File: config.mk
export PLATFORM = sky130hd
export DESIGN_NAME = gpio_bank
export DESIGN_NICKNAME = d
export VERILOG_FILES = /design/src/rtl/gpio_bank.sv
export SDC_FILE = /design/constraint.sdc
export NUM_CORES = 1
export LEC_CHECK = 0
export BUFFER_PORTS_ARGS = -buffer_cell sky130_fd_sc_hd__buf_2
export CORE_ASPECT_RATIO = 0.9
export CORE_MARGIN = 2
export CORE_UTILIZATION = 30
export DETAILED_ROUTE_END_ITERATION = 10
export PLACE_DENSITY = 0.52
export REMOVE_ABC_BUFFERS = 1
export SLEW_MARGIN = 15
export SYNTH_ARGS = -nofsm -noshare
export SYNTH_HDL_FRONTEND = slang
export SYNTH_SLANG_ARGS = --single-unit
File: constraint.sdc
create_clock -name clk -period 1.35 [get_ports clk]
set_input_delay 0 -clock clk [delete_from_list [all_inputs] [get_ports clk]]
set_output_delay 0 -clock clk [all_outputs]
set_load 0.005 [all_outputs]
File: src/rtl/gpio_bank.sv
// gpio_bank: memory-mapped GPIO bank (DIR/IN/OUT, atomic SET/CLR/TGL) in a 64-byte window, registered read data.
// Define GPIO_BANK_IRQ_EN to build per-pin rise/fall edge interrupts (RISE_EN, FALL_EN, W1C STATUS, irq).
module gpio_bank #(
  parameter int unsigned WIDTH       = 16,
  parameter logic [31:0] BASE_ADDR   = 32'h20000,
  parameter int unsigned SYNC_STAGES = 2
) (
  input  logic             clk,
  input  logic             rstn,
  input  logic [31:0]      addr,
  input  logic [31:0]      data_i,
  input  logic [3:0]       we,
  output logic [31:0]      data_o,
  input  logic [WIDTH-1:0] gpio_in,
  output logic [WIDTH-1:0] gpio_out,
  output logic [WIDTH-1:0] gpio_en,
  output logic             irq
);

  localparam logic [3:0] OFF_DIR = 4'h0;
  localparam logic [3:0] OFF_IN  = 4'h1;
  localparam logic [3:0] OFF_OUT = 4'h2;
  localparam logic [3:0] OFF_SET = 4'h3;
  localparam logic [3:0] OFF_CLR = 4'h4;
  localparam logic [3:0] OFF_TGL = 4'h5;
`ifdef GPIO_BANK_IRQ_EN
  localparam logic [3:0] OFF_RISE = 4'h6;
  localparam logic [3:0] OFF_FALL = 4'h7;
  localparam logic [3:0] OFF_STAT = 4'h8;
`endif

  logic             hit;
  logic [3:0]       off;
  logic [31:0]      wmask;
  logic [WIDTH-1:0] wmask_w;
  logic [WIDTH-1:0] wbits;

  assign hit     = (addr[31:6] == BASE_ADDR[31:6]);
  assign off     = addr[5:2];
  assign wmask   = {{8{we[3]}}, {8{we[2]}}, {8{we[1]}}, {8{we[0]}}};
  assign wmask_w = wmask[WIDTH-1:0];
  // Disabled byte lanes contribute zeros, so SET/CLR/TGL/W1C leave those bits alone.
  assign wbits   = data_i[WIDTH-1:0] & wmask_w;

  logic unused_bits;
  assign unused_bits = ^{addr[1:0], data_i, wmask};

  // Input synchroniser; the last stage is the architectural IN value.
  logic [SYNC_STAGES-1:0][WIDTH-1:0] sync_q, sync_d;
  logic [WIDTH-1:0]                  sync_s;

  always_comb begin
    sync_d = {sync_q[SYNC_STAGES-2:0], gpio_in};
  end

  assign sync_s = sync_q[SYNC_STAGES-1];

  always_ff @(posedge clk or negedge rstn) begin
    if (!rstn) begin
      sync_q <= '0;
    end else begin
      sync_q <= sync_d;
    end
  end

  logic [WIDTH-1:0] dir_q, dir_d;
  logic [WIDTH-1:0] out_q, out_d;

  always_comb begin
    dir_d = dir_q;
    out_d = out_q;
    if (hit) begin
      case (off)
        OFF_DIR: dir_d = (dir_q & ~wmask_w) | wbits;
        OFF_OUT: out_d = (out_q & ~wmask_w) | wbits;
        OFF_SET: out_d = out_q | wbits;
        OFF_CLR: out_d = out_q & ~wbits;
        OFF_TGL: out_d = out_q ^ wbits;
        default: ;
      endcase
    end
  end

  always_ff @(posedge clk or negedge rstn) begin
    if (!rstn) begin
      dir_q <= '0;
      out_q <= '0;
    end else begin
      dir_q <= dir_d;
      out_q <= out_d;
    end
  end

  assign gpio_out = out_q;
  assign gpio_en  = dir_q;

`ifdef GPIO_BANK_IRQ_EN
  logic [WIDTH-1:0] rise_en_q, rise_en_d;
  logic [WIDTH-1:0] fall_en_q, fall_en_d;
  logic [WIDTH-1:0] status_q, status_d;
  logic [WIDTH-1:0] prev_q, prev_d;
  logic [WIDTH-1:0] w1c;

  always_comb begin
    rise_en_d = rise_en_q;
    fall_en_d = fall_en_q;
    w1c       = '0;
    if (hit) begin
      case (off)
        OFF_RISE: rise_en_d = (rise_en_q & ~wmask_w) | wbits;
        OFF_FALL: fall_en_d = (fall_en_q & ~wmask_w) | wbits;
        OFF_STAT: w1c       = wbits;
        default: ;
      endcase
    end
    prev_d   = sync_s;
    // New edges are OR-ed in after the clear so a coincident set survives.
    status_d = (status_q & ~w1c)
             | (sync_s & ~prev_q & rise_en_q)
             | (~sync_s & prev_q & fall_en_q);
  end

  always_ff @(posedge clk or negedge rstn) begin
    if (!rstn) begin
      rise_en_q <= '0;
      fall_en_q <= '0;
      status_q  <= '0;
      prev_q    <= '0;
    end else begin
      rise_en_q <= rise_en_d;
      fall_en_q <= fall_en_d;
      status_q  <= status_d;
      prev_q    <= prev_d;
    end
  end

  assign irq = |status_q;
`else
  assign irq = 1'b0;
`endif

  // Read mux uses pre-write register values; write-only offsets read 0.
  logic [31:0] rdata_q, rdata_d;

  always_comb begin
    rdata_d = '0;
    if (hit) begin
      case (off)
        OFF_DIR:  rdata_d[WIDTH-1:0] = dir_q;
        OFF_IN:   rdata_d[WIDTH-1:0] = sync_s;
        OFF_OUT:  rdata_d[WIDTH-1:0] = out_q;
`ifdef GPIO_BANK_IRQ_EN
        OFF_RISE: rdata_d[WIDTH-1:0] = rise_en_q;
        OFF_FALL: rdata_d[WIDTH-1:0] = fall_en_q;
        OFF_STAT: rdata_d[WIDTH-1:0] = status_q;
`endif
        default:  rdata_d = '0;
      endcase
    end
  end

  always_ff @(posedge clk or negedge rstn) begin
    if (!rstn) begin
      rdata_q <= '0;
    end else begin
      rdata_q <= rdata_d;
    end
  end

  assign data_o = rdata_q;

endmodule

==> flow_metrics.tcl, run 1 <==
set metrics [dict create \
    hold_viol_final 0 \
    yosys-top-cells-area "dfrtp_1 (52%), ha_1 (5.2%), mux2i_1 (5.2%), nor2_1 (4.6%), buf_4 (3.3%)" \
    syn_avg_cell_area_um2 11.2 \
    peakVddDrop_mv 0.716 \
    setup_slack_ps 71.7 \
    grt_max_degree 42 \
    p_leak_nw 2.75 \
    clk_latency_ps 330 \
    drt.antenna.violating_nets 0 \
    place_ws_ps -242 \
    cts_root_buf "clkbuf_16" \
    ios 151 \
    crit_path_start_kind "flip-flop" \
    skew_ps 3.46 \
    port-buffer-count 113 \
    grt_pass1_vias 3028 \
    drc_errors 0 \
    cts_made_buffers 9 \
    die_area_um2 13700 \
    grtUsageTotal 0.148 \
    min_to "gpio_out[13]" \
    synth_cell_type_count 34 \
    worstPathMaxFanout 4 \
    synth_edf_count 0 \
    min_path_cells 3 \
    place_congestion 0.753 \
    clockBufferDepth 2 \
    min_period_over_period 0.947 \
    cts.sinks 80 \
    final.min_clock_period_ps 1280 \
    wl_per_cell_um 14.1 \
    synth_top_area_share 0.523 \
    dr_total_vias 3036 \
    arrival_ps 1530 \
    outcome "finished, final reports clean" \
    die_height_um 111 \
    grt_overflow 0 \
    antenna_found_initial 1 \
    r2r-start "gpio_out[1]" \
    die_width_um 123 \
    slew_viol_final 0 \
    grt_pass1_wl_um 15400 \
    worstPathRequired_ps 1610 \
    core_area_um2 12600 \
    hp-class "input port to flip-flop" \
    reg2reg_depth 4 \
    routed_wl_um 9470 \
    dr.pass1.iters 4 \
    placementRows 39 \
    reg2reg_setup_slack_ps 70 \
    max_freq_ghz 0.782 \
    first_iter_violations 124 \
    r2r-end "gpio_out[1]" \
    setup_viol 0 \
    cts_tree "yes" \
    async_flop_share 1.00 \
    vias_per_cell 4.52 \
    drive_gt1_frac 0.341 \
    powerDensity_nw_per_um2 1070 \
    hold_start "we[1]" \
    fin_cells 672 \
    fin_nets 604 \
    synthFlopType "dfrtp_1" \
    endpoint_kind "flip-flop" \
    n_fill_cell 1234 \
    cts_repair_resize_count 0 \
    synth_area_um2 3830 \
    seq_area_frac_synth 0.523 \
    syn_inst 343 \
    area_growth_syn_to_layout_pct 39.6 \
    initial_core_util 0.304 \
    yosysTopAreaCell "dfrtp_1" \
    crit_type "flip-flop to flip-flop" \
    drv_cap 0 \
    dpl.hpwl_um 6680 \
    cts_max_level 3 \
    cts.reportedPaths.clkPinSlew_ps 60 \
    yosysWarnings 0 \
    synth-seq-cells 80 \
    dp_cells 621 \
]
-- per-layer routing --
layer  share of wire  vias to the layer above  GRT usage
li1                -                     1472          -
met4           0.015                        0     0.0500
met1            0.45                     1458      0.189
met2            0.47                       93      0.237
met3           0.065                       13     0.0448
met5               0                        -          0
-- how the worst max path moves through the flow --
| stage | cells past startpoint | endpoint | from | slack [ps] |
|---|---|---|---|---|
| 3_5_place_dp | 6 | flip-flop | addr[18] | -240 |
| 3_3_place_gp | 6 | flip-flop | addr[18] | -230 |
| 4_1_cts | 4 | gpio_out[1] | gpio_out[1] | 70 |
| 2_1_floorplan | 4 | flip-flop | addr[19] | -210 |
| 6_report | 4 | gpio_out[1] | gpio_out[1] | 70 |
| 5_1_grt | 4 | gpio_out[3] | gpio_out[3] | -20 |
-- repair_timing --
action	in CTS	in global routing
buffers inserted	0	1
endpoints found under the hold margin	96	0
hold buffers	33	0
setup endpoints to repair	0	1
-- kinds of logic (layout without fill, tap and decap cells) --
group | Yosys count | after routing | synth area share
AO/OA/AOI/OAI | 62 | 62 | 0.110
buffers and inverters | 58 | 206 | 0.0764
flip-flops | 80 | 80 | 0.523
multiplexers | 36 | 36 | 0.107
other | 1 | 18 | 0.000979
adder cells (fa/ha/maj) | 16 | 16 | 0.0523
AND/OR/NAND/NOR | 89 | 89 | 0.128
XOR/XNOR | 1 | 1 | 0.00229
-- metrics by stage --
stage,TNS (ps),power (mW),util,cell area [um^2],hold WS (ps)
global route,-17.5,6.01,0.425,5350,134
floorplan,-1640,2.68,-,3670,-296
detailed placement,-6280,2.99,0.371,4670,-35.8
finish,0,5.75,0.425,5350,112
CTS,0,5.84,0.424,5340,103
global placement,-5740,2.97,0.371,4670,-42.1
-- critical path, cell delays in order (launching register included) --
cell	delay [ps]
dfrtp_1	420
ha_1	310
a211oi_1	260
a31oi_1	70
o22ai_1	150
-- power by group --
part	internal (mW)	switching, mW	total (mW)	leakage (nW)
Clock	1.80	0.941	2.74	0.162
Combinational	0.260	0.290	0.550	1.62
Sequential	2.45	0.0118	2.46	0.960
-- layout by cell type (no fill, tap or decap), types with 2 or more instances in the layout --
master	n
buf_2	112
dfrtp_1	80
nor2_1	47
dlygate4sd3_1	33
nand2_1	24
buf_4	21
mux2i_1	20
inv_1	20
conb_1	17
a21oi_1	16
o22ai_1	16
ha_1	16
a211oi_1	12
a31oi_1	12
clkbuf_16	9
mux2_1	8
mux2_4	8
o21ai_0	4
buf_12	4
nor4_4	3
bufinv_16	3
nor4_2	2
or2_1	2
a2111oi_4	2
clkinv_2	2
-- synthesized netlist by cell type (2+ instances only) --
cell type and n:
buf_2 3, o22ai_1 16, mux2_4 8, nor2_1 47, a31oi_1 12, buf_1 3
mux2_1 8, nor2b_1 2, mux2i_1 20, clkbuf_1 14, inv_1 20, o21ai_0 4
buf_4 17, a211oi_1 12, dfrtp_1 80, nor4_4 3, a2111oi_4 2, ha_1 16
a21oi_1 16, nor4_2 2, or2_1 2, nand2_1 24
-- layout make-up --
type	instances	area, um^2	area share
flip-flops and latches	80	2000	0.374
multi-input cells	221	1600	0.299
repair buffers	170	1130	0.211
clock buffers	10	229	0.0428
well taps	164	205	0.0384
clock inverters	6	108	0.0201
inverters	20	75.1	0.0140
diodes	1	2.50	0.000468
Note: power is estimated with default switching activity, not from simulation.
==> run 2: changes to the inputs <==
--- a/config.mk
+++ b/config.mk
@@ -5,13 +5,13 @@
 export SDC_FILE = /design/constraint.sdc
 export NUM_CORES = 1
 export LEC_CHECK = 0
+export ABC_CLOCK_PERIOD_IN_PS = 1350
 export BUFFER_PORTS_ARGS = -buffer_cell sky130_fd_sc_hd__buf_2
 export CORE_ASPECT_RATIO = 0.9
 export CORE_MARGIN = 2
 export CORE_UTILIZATION = 30
 export DETAILED_ROUTE_END_ITERATION = 10
 export PLACE_DENSITY = 0.52
-export REMOVE_ABC_BUFFERS = 1
 export SLEW_MARGIN = 15
 export SYNTH_ARGS = -nofsm -noshare
 export SYNTH_HDL_FRONTEND = slang
==> flow_metrics.tcl, run 2 (synthesis results as in run 1) <==
set metrics [dict create \
    crit_chain "ha_1 > a211oi_2 > a31oi_1 > o22ai_1" \
    dpl.hpwl_um 6670 \
    cts_root_buf "clkbuf_16" \
    cts_tree "yes" \
    antenna_cells 0 \
    fin_nets 603 \
    drc_errors 0 \
    cpMaxStageDelayCell "dfrtp_1" \
    max_freq_ghz 0.802 \
    grt_overflow 0 \
    hold_start "we[0]" \
    post-route-util 0.424 \
    tightest_slew_ps 834 \
    place_congestion 0.733 \
    p_leak_nw 2.73 \
    rsz0062_at_grt "no" \
    cp_num_buf_inv 0 \
    endpoint_kind "flip-flop" \
    routed_wl_um 9440 \
    cts_made_buffers 9 \
    ios 151 \
    max_stage_delay_ps 430 \
    wl_per_cell_um 14.1 \
    first_iter_violations 150 \
    clk_latency_ps 340 \
    vias_per_cell 4.48 \
    die_width_um 123 \
    grt_pass1_vias 3018 \
    clockBufferDepth 2 \
    port-buffer-count 113 \
    r2r-end "gpio_out[2]" \
    placed_area_um2 4680 \
    p_total_mw 5.54 \
    core_area_um2 12600 \
    die_height_um 111 \
    peakVddDrop_mv 0.576 \
    worstPathMaxFanout 4 \
    path_delay_family "flip-flops" \
    worstPathRequired_ps 1610 \
    hold_viol_final 0 \
    drv_cap 0 \
    crit_type "flip-flop to flip-flop" \
    antenna_found_initial 0 \
    skew_ps 5.04 \
    path_depth 4 \
    min_path_cells 3 \
    cts.sinks 80 \
    dr.pass1.iters 5 \
    min_to "gpio_out[4]" \
    area_growth_syn_to_layout_pct 39.5 \
    r2r-start "gpio_out[2]" \
    powerDensity_nw_per_um2 1040 \
    cts_max_level 3 \
    min_period_over_period 0.923 \
    slew_viol_final 0 \
    die_area_um2 13700 \
    dr_total_vias 2998 \
    drt.antenna.violating_nets 0 \
    final.min_clock_period_ps 1250 \
    arrival_ps 1510 \
    outcome "finished, final reports clean" \
    reg2reg_depth 4 \
    fin_area_um2 5340 \
    grt_max_degree 81 \
    reg2reg_setup_slack_ps 100 \
    grtUsageTotal 0.145 \
    crit_path_start_kind "flip-flop" \
    relSlewSlack 0.441 \
    initial_core_util 0.304 \
    whs_ps 181 \
    hp-class "input port to flip-flop" \
    mostFrequentLayoutCells "buf_2 (112), dfrtp_1 (80), nor2_1 (47), dlygate4sd3_1 (33), nand2_1 (24)" \
    placementRows 39 \
    grt_pass1_wl_um 15300 \
    drive_gt1_frac 0.343 \
    layout_commonest_cell "buf_2" \
    cts.reportedPaths.clkPinSlew_ps 60 \
    setup_viol 0 \
]
==> run 2: area by class of cell <==
type	count	area [um^2]
Clock inverter	3	67.6
Inverter	20	75.1
Tap cell	164	205
Timing Repair Buffer	169	1120
Clock buffer	12	236
Multi-Input combinational cell	221	1640
Fill cell	1228	7250
Sequential cell	80	2000
==> run 2: stage by stage <==
stage | setup WS, ps | std cells | setup TNS, ps
finish | 104 | 669 | 0
global route | 7.16 | 669 | 0
CTS | 84.2 | 668 | 0
detailed placement | -223 | 620 | -5410
global placement | -184 | 620 | -4070
floorplan | -58.9 | 359 | -471
==> run 2: how the worst max path moves through the flow <==
stage,to,slack [ps],start
floorplan,flip-flop,-60,addr[15]
global placement,flip-flop,-180,addr[18]
detailed placement,flip-flop,-220,addr[23]
CTS,gpio_out[5],80,gpio_out[5]
global route,gpio_out[3],7,gpio_out[3]
finish,gpio_out[2],100,gpio_out[2]
==> run 2: what timing repair did <==
action	in CTS	in global routing
buffers inserted	0	1
gates resized for setup	0	4
hold buffers	33	0
endpoints found under the hold margin	112	0
setup endpoints to repair	0	5
==> run 2: tightest hold or removal path: stages <==
cell and delay [ps]:
buf_2 220, a31oi_1 180, o22ai_1 70
==> run 2: power by group <==
group / internal [mW] / switching [mW] / total, mW
combinational: 0.259 / 0.296 / 0.554
sequential: 2.45 / 0.0124 / 2.46
clock: 1.61 / 0.911 / 2.52
total: 4.32 / 1.22 / 5.54
==> run 2: routing by layer <==
layer | share of wire | global-route usage | wire, um
met1 | 0.47 | 0.199 | 4430
met2 | 0.46 | 0.222 | 4300
met3 | 0.057 | 0.0340 | 542
met4 | 0.017 | 0.0568 | 163
met5 | 0 | 0 | 0
